[src/rtl/console_pattern_gen.sv]
// console_pattern_gen
// Text-pattern source for the console character renderer. Watches the pixel
// raster coordinates and produces a codepoint/attribute pair per character
// cell, with per-row, per-cell and fixed sequences, a wrapping codepoint
// range, frame-based scrolling and a generated colour attribute.
// Outputs reflect the cx/cy sampled one clock earlier.
// The attribute colour uses the low nibble of the row and column indices, so
// CX_WIDTH-CELL_W_LOG2 and CY_WIDTH-CELL_H_LOG2 are expected to be >= 4.
module console_pattern_gen #(
    parameter int         CX_WIDTH        = 10,
    parameter int         CY_WIDTH        = 10,
    parameter int         CELL_W_LOG2     = 3,
    parameter int         CELL_H_LOG2     = 4,
    parameter logic [7:0] START_CODEPOINT = 8'h30,
    parameter logic [7:0] END_CODEPOINT   = 8'h7E,
    parameter int         SCROLL_FRAMES   = 30,
    parameter logic [3:0] ATTR_BG         = 4'h0
) (
    input  logic                clk_pixel,
    input  logic                reset_n,
    input  logic [CX_WIDTH-1:0] cx,
    input  logic [CY_WIDTH-1:0] cy,
    input  logic [1:0]          mode,
    input  logic                scroll_en,
    output logic [7:0]          codepoint,
    output logic [7:0]          attribute,
    output logic [15:0]         frame_count
);

    typedef enum logic [1:0] {
        MODE_ROW   = 2'd0,
        MODE_CELL  = 2'd1,
        MODE_FIXED = 2'd2
    } mode_e;

    // Number of codepoints in the wrapping range (up to 256, hence 9 bits).
    localparam logic [8:0]  RANGE          = {1'b0, END_CODEPOINT} - {1'b0, START_CODEPOINT} + 9'd1;
    localparam logic [15:0] SCROLL_DIV_MAX = 16'(SCROLL_FRAMES);

    // Next codepoint in the range, wrapping END back to START.
    function automatic logic [7:0] inc_cp(input logic [7:0] c);
        logic [7:0] r;
        if (c == END_CODEPOINT) begin
            r = START_CODEPOINT;
        end else begin
            r = c + 8'd1;
        end
        return r;
    endfunction

    // History of the previous sample, used for edge-style event detection.
    logic [CY_WIDTH-1:0] prev_row_r;
    logic [CX_WIDTH-1:0] prev_col_r;
    logic                prev_origin_r;
    mode_e               mode_q_r;
    logic [15:0]         scroll_div_r;
    logic [7:0]          scroll_off_r;
    logic [7:0]          row_base_r;

    logic [CY_WIDTH-1:0] row_idx_s;
    logic [CX_WIDTH-1:0] col_idx_s;
    logic                at_origin_s;
    logic                frame_start_s;
    logic                row_chg_s;
    logic                col_chg_s;
    mode_e               mode_in_s;

    mode_e               mode_next_s;
    logic [15:0]         frame_count_next_s;
    logic [15:0]         scroll_step_s;
    logic [15:0]         scroll_div_next_s;
    logic [7:0]          scroll_off_next_s;
    logic [7:0]          load_cp_s;
    logic [7:0]          row_base_next_s;
    logic [7:0]          codepoint_next_s;
    logic [3:0]          fg_sum_s;
    logic [3:0]          fg_s;
    logic [7:0]          attribute_next_s;

    // Cell indices and raster events relative to the previous sample.
    always_comb begin
        row_idx_s     = cy >> CELL_H_LOG2;
        col_idx_s     = cx >> CELL_W_LOG2;
        at_origin_s   = (cx == '0) && (cy == '0);
        frame_start_s = at_origin_s && !prev_origin_r;
        row_chg_s     = (row_idx_s != prev_row_r);
        col_chg_s     = (col_idx_s != prev_col_r);
    end

    // Decode the requested mode; the reserved encoding behaves as ROW.
    always_comb begin
        case (mode)
            2'd1:    mode_in_s = MODE_CELL;
            2'd2:    mode_in_s = MODE_FIXED;
            default: mode_in_s = MODE_ROW;
        endcase
    end

    // Frame bookkeeping, scroll offset and codepoint sequencing.
    always_comb begin
        mode_next_s        = mode_q_r;
        frame_count_next_s = frame_count;
        scroll_step_s      = scroll_div_r + 16'd1;
        scroll_div_next_s  = scroll_div_r;
        scroll_off_next_s  = scroll_off_r;
        load_cp_s          = START_CODEPOINT;
        row_base_next_s    = row_base_r;
        codepoint_next_s   = codepoint;

        if (frame_start_s) begin
            mode_next_s        = mode_in_s;
            frame_count_next_s = frame_count + 16'd1;
            if (scroll_step_s >= SCROLL_DIV_MAX) begin
                scroll_div_next_s = 16'd0;
                // The divider keeps counting while scrolling is disabled;
                // only the offset advance is gated.
                if (scroll_en) begin
                    if (({1'b0, scroll_off_r} + 9'd1) == RANGE) begin
                        scroll_off_next_s = 8'd0;
                    end else begin
                        scroll_off_next_s = scroll_off_r + 8'd1;
                    end
                end else begin
                    scroll_off_next_s = scroll_off_r;
                end
            end else begin
                scroll_div_next_s = scroll_step_s;
            end
            // Offset is always < RANGE, so START + offset stays within range.
            if (scroll_en) begin
                load_cp_s = START_CODEPOINT + scroll_off_next_s;
            end else begin
                load_cp_s = START_CODEPOINT;
            end
            row_base_next_s = load_cp_s;
            if (mode_in_s == MODE_FIXED) begin
                codepoint_next_s = START_CODEPOINT;
            end else begin
                codepoint_next_s = load_cp_s;
            end
        end else begin
            case (mode_q_r)
                MODE_CELL: begin
                    if (row_chg_s) begin
                        row_base_next_s  = inc_cp(row_base_r);
                        codepoint_next_s = inc_cp(row_base_r);
                    end else if (col_chg_s) begin
                        codepoint_next_s = inc_cp(codepoint);
                    end else begin
                        codepoint_next_s = codepoint;
                    end
                end
                MODE_FIXED: begin
                    codepoint_next_s = START_CODEPOINT;
                end
                default: begin
                    if (row_chg_s) begin
                        codepoint_next_s = inc_cp(codepoint);
                    end else begin
                        codepoint_next_s = codepoint;
                    end
                end
            endcase
        end
    end

    // Foreground colour from the cell position, never equal to the background.
    always_comb begin
        fg_sum_s = row_idx_s[3:0] + col_idx_s[3:0];
        if (fg_sum_s == ATTR_BG) begin
            fg_s = ~ATTR_BG;
        end else begin
            fg_s = fg_sum_s;
        end
        attribute_next_s = {ATTR_BG, fg_s};
    end

    // State and output registers.
    always_ff @(posedge clk_pixel or negedge reset_n) begin
        if (!reset_n) begin
            prev_row_r    <= '0;
            prev_col_r    <= '0;
            prev_origin_r <= 1'b1;
            mode_q_r      <= MODE_ROW;
            frame_count   <= 16'd0;
            scroll_div_r  <= 16'd0;
            scroll_off_r  <= 8'd0;
            row_base_r    <= START_CODEPOINT;
            codepoint     <= START_CODEPOINT;
            attribute     <= {ATTR_BG, ~ATTR_BG};
        end else begin
            prev_row_r    <= row_idx_s;
            prev_col_r    <= col_idx_s;
            prev_origin_r <= at_origin_s;
            mode_q_r      <= mode_next_s;
            frame_count   <= frame_count_next_s;
            scroll_div_r  <= scroll_div_next_s;
            scroll_off_r  <= scroll_off_next_s;
            row_base_r    <= row_base_next_s;
            codepoint     <= codepoint_next_s;
            attribute     <= attribute_next_s;
        end
    end

endmodule

[config.mk]
export PLATFORM = sky130hd
export DESIGN_NAME = console_pattern_gen
export DESIGN_NICKNAME = d
export VERILOG_FILES = /design/src/rtl/console_pattern_gen.sv
export SDC_FILE = /design/constraint.sdc
export NUM_CORES = 1
export LEC_CHECK = 0
export ABC_AREA = 1
export CAP_MARGIN = 20
export CORE_MARGIN = 4
export CORE_UTILIZATION = 44
export DETAILED_ROUTE_END_ITERATION = 16
export PLACE_DENSITY = 0.66
export REMOVE_ABC_BUFFERS = 1
export SKIP_CTS_REPAIR_TIMING = 1
export SYNTH_ARGS = -nofsm -noshare
export SYNTH_HDL_FRONTEND = slang
export SYNTH_SLANG_ARGS = --single-unit
[constraint.sdc]
create_clock -name clk_pixel -period 6 [get_ports clk_pixel]
set_input_delay 1.2 -clock clk_pixel [delete_from_list [all_inputs] [get_ports clk_pixel]]
set_output_delay 1.2 -clock clk_pixel [all_outputs]
set_load 0.005 [all_outputs]
==> impl_metrics.ini <==
[synth]
post_synth_inst_count = 575
synth_largest_type_area_fraction_pct = 36.2
yosys.area_share.simple_pct = 28.9
synth-edff-count = 0
area_fraction_in_compound_gates_after_synthesis_pct = 11.0
synthXorXnorAreaFrac_pct = 6.99
synthArstFlopShare_pct = 100
ys.warnings.count = 0
post-synth-top-area-cell = sky130_fd_sc_hd__dfrtp_1
yosys-top-cells-area = sky130_fd_sc_hd__dfrtp_1 (36%), sky130_fd_sc_hd__nand2_1 (9.0%), sky130_fd_sc_hd__nor2_1 (5.9%)
synth.lib_cells_used.distinct = 50
synth.area.mux_share_pct = 0
synth_top_flop_cell = sky130_fd_sc_hd__dfrtp_1
post_synth_fa_ha_maj_area_fraction_pct = 4.48
mappedNetlistArea_mm2 = 0.00463
ys_seq_elements = 76
synthesis.area_per_instance_um2 = 8.06
synth_sequential_area_ratio_pct = 41.3
synth_top_family_by_area = simple AND/OR/NAND/NOR gates

[worst_setup_path]
worstPathMaxFanout = 40
cp.required_ns = 6.28
sort_of_element_at_the_start_of_the_critical_path = input pin
crit_arrival_ns = 4.20
reg2regPathDepth = 14
setup.worst_path.end_class = flop
criticalPathCategory = in2reg

[run]
cap_violations = 0

[die]
ios = 57
rows = 37
initial_utilization_pct = 45.1
dieHeight_um = 111
die_width_um = 111
core_mm2 = 0.0103
die_area_mm2 = 0.0122

[power_and_ir_drop]
totalPowerFinal_w = 0.00127
leakage_nw = 2.65
power.density_cell_area_mw_per_mm2 = 233
power.ir.vdd_worst_mv = 0.108

[routing]
num_vias = 3948
wl_per_cell_um = 13.6
totalWireLength_mm = 10.5
drt-initial-drc-count = 272
postRouteAntennaNets = 0
detailedRoute.firstPassIterationCount = 5
detail_route.vias_per_cell = 5.13
post-route-drc-count = 0

[timing]
finalCritPeriodShare_pct = 65.4
final.min_clock_period_ns = 3.92
grt_setup_unrepaired = false
timing.final.hold_violations = 0
worstMarginPinSlew_ns = 0.953
finalClockSkew_ns = 0.00698
setup_violations = 0
post_route_setup_tns_ns = 0
maxClockFrequency_mhz = 255
final_max_slew_viol_count = 0
slew_headroom_pct = 36.4

[layout]
antennaDiodeCount = 0
final_nets = 670
areaGrowthSynthToFinish_pct = 18.1
layout-drive-gt1-share_pct = 10.7

[cts]
cts_made_buffers = 9
clock_insertion_delay_worst_skew_ns = 0.35
clkSinkCount = 76
root_buffer = sky130_fd_sc_hd__clkbuf_8
path_clk_slew_ns = 0.08
clock_tree.htree_level_count = 3
tritoncts = done
cts.path.max_buffers = 2

[global_route]
gr-usage-all-layers_pct = 17.4
grt_pass1_wl_mm = 17.7
grt_max_degree = 77
overflow = 0
via_count_of_the_first_global_routing_pass = 3824
initial_antenna_violation_count = 0

[hold_path]
depth_of_the_worst_hold_timing_path = 1
worstHoldPathType = reg2reg

[place]
dp_hpwl_mm = 7.86
gp_routability_congestion = 0.966
count_of_buffers_inserted_at_the_top_level_ports = 52

[run_status]
outcome = completed
-- layout make-up --
| class | instances | area (µm²) |
|---|---|---|
| flip-flops and latches | 76 | 1910 |
| clock buffers | 12 | 155 |
| multi-input cells | 420 | 2400 |
| well taps | 136 | 170 |
| fillers | 1002 | 4810 |
| repair buffers | 53 | 526 |
| clock inverters | 4 | 48.8 |
| inverters | 69 | 259 |
-- path summary, 6_finish.rpt --
path / startpoint / endpoint / slack, ns
hold reg to reg: frame_count[15] / frame_count[15] / 0.49
hold / removal: frame_count[15] / frame_count[15] / 0.49
setup / recovery: cx[3] / frame_count[15] / 2.08
min in group asynchronous: reset_n / prev_row_r[0] / 0.99
setup reg to reg: scroll_div_r[0] / row_base_r[6] / 3.26
max in group asynchronous: reset_n / scroll_off_r[1] / 4.40
-- sequential cells by signal (all words and copies together) (netlist names) --
| signal | count |
|---|---|
| frame_count | 16 |
| scroll_div_r | 16 |
| prev_row_r | 6 |
| prev_col_r | 7 |
| mode_q_r | 2 |
| row_base_r | 8 |
| attribute | 4 |
| prev_origin_r | 1 |
| codepoint | 8 |
| scroll_off_r | 8 |
-- worst max-delay path, cell delays in order --
cell and delay [ns]:
sky130_fd_sc_hd__clkdlybuf4s50_1 0.48, sky130_fd_sc_hd__nor4_1 0.37, sky130_fd_sc_hd__nand4_1 0.14, sky130_fd_sc_hd__nor3_2 0.20
sky130_fd_sc_hd__nand2_2 0.29, sky130_fd_sc_hd__inv_2 0.60, sky130_fd_sc_hd__nand2_2 0.13, sky130_fd_sc_hd__nor2_2 0.15
sky130_fd_sc_hd__nand2_1 0.11, sky130_fd_sc_hd__nor2_2 0.15, sky130_fd_sc_hd__nand2_1 0.10, sky130_fd_sc_hd__nor2_1 0.12
sky130_fd_sc_hd__xor2_1 0.14
-- layer usage --
metal | routed length [µm] | global-route usage (%)
met1 | 4860 | 23.6
met2 | 4810 | 27.1
met3 | 540 | 3.29
met4 | 260 | 7.80
met5 | 0 | 0
-- report_power, final --
part / leakage (nW) / total [W] / internal (W) / switching, W
sequential: 0.838 / 0.000603 / 0.000558 / 0.0000452
combinational: 1.71 / 0.000261 / 0.000144 / 0.000118
clock: 0.106 / 0.000409 / 0.000215 / 0.000195
-- cell usage after synthesis (all sizes together) (11+ instances only) --
cell type and count:
o21ai 41, nand2 118, a21oi 12, xnor2 15
nor3 11, nor2 90, dfrtp 67, nand4 16
nand3 35, xor2 22, ha 15, inv 69
-- placed cells by master, fill, tap and decap left out, types with 2 or more instances in the layout --
cell,instances
sky130_fd_sc_hd__dfstp_2,9
sky130_fd_sc_hd__nor4_1,3
sky130_fd_sc_hd__conb_1,4
sky130_fd_sc_hd__buf_4,2
sky130_fd_sc_hd__ha_1,15
sky130_fd_sc_hd__a21oi_1,12
sky130_fd_sc_hd__dfrtp_1,67
sky130_fd_sc_hd__nor2_1,73
sky130_fd_sc_hd__nor2_2,9
sky130_fd_sc_hd__o21ai_0,32
sky130_fd_sc_hd__nor2_4,7
sky130_fd_sc_hd__nand3_2,2
sky130_fd_sc_hd__inv_2,3
sky130_fd_sc_hd__a22oi_1,2
sky130_fd_sc_hd__nor3_2,5
sky130_fd_sc_hd__nand2_1,111
sky130_fd_sc_hd__nor3b_1,2
sky130_fd_sc_hd__o211ai_1,5
sky130_fd_sc_hd__o21ai_2,2
sky130_fd_sc_hd__clkdlybuf4s50_1,51
sky130_fd_sc_hd__nand4_1,16
sky130_fd_sc_hd__nor3_1,6
sky130_fd_sc_hd__a31oi_1,8
sky130_fd_sc_hd__nand3_1,32
sky130_fd_sc_hd__o21a_1,2
sky130_fd_sc_hd__a211oi_1,2
sky130_fd_sc_hd__nand2_2,7
sky130_fd_sc_hd__inv_1,66
sky130_fd_sc_hd__xor2_1,22
sky130_fd_sc_hd__o22ai_1,3
sky130_fd_sc_hd__clkinv_2,2
sky130_fd_sc_hd__o22ai_2,2
sky130_fd_sc_hd__xnor2_1,15
sky130_fd_sc_hd__o21ai_1,7
sky130_fd_sc_hd__clkbuf_8,11
-- through the flow --
step | hold slack, ns | utilization (%) | setup WS [ns] | cells | cell area (µm²)
global route | 0.524 | 53.2 | 1.73 | 770 | 5470
floorplan | 0.465 | - | 2.64 | 565 | 4570
detailed placement | 0.480 | 51.3 | 1.62 | 754 | 5270
finish | 0.490 | 53.2 | 2.08 | 770 | 5470
global placement | 0.486 | 51.3 | 1.72 | 754 | 5270
CTS | 0.500 | 53.2 | 2.02 | 770 | 5470
-- cell families (layout without fill, tap and decap cells) --
| kind of cell | Yosys count | after routing |
|---|---|---|
| AO/OA/AOI/OAI | 84 | 84 |
| XOR/XNOR | 37 | 37 |
| adder cells (fa/ha/maj) | 16 | 16 |
| buffers and inverters | 82 | 138 |
| flip-flops | 76 | 76 |
| other | 1 | 4 |
| AND/OR/NAND/NOR | 279 | 279 |
Power figures use the tool's default switching activity.
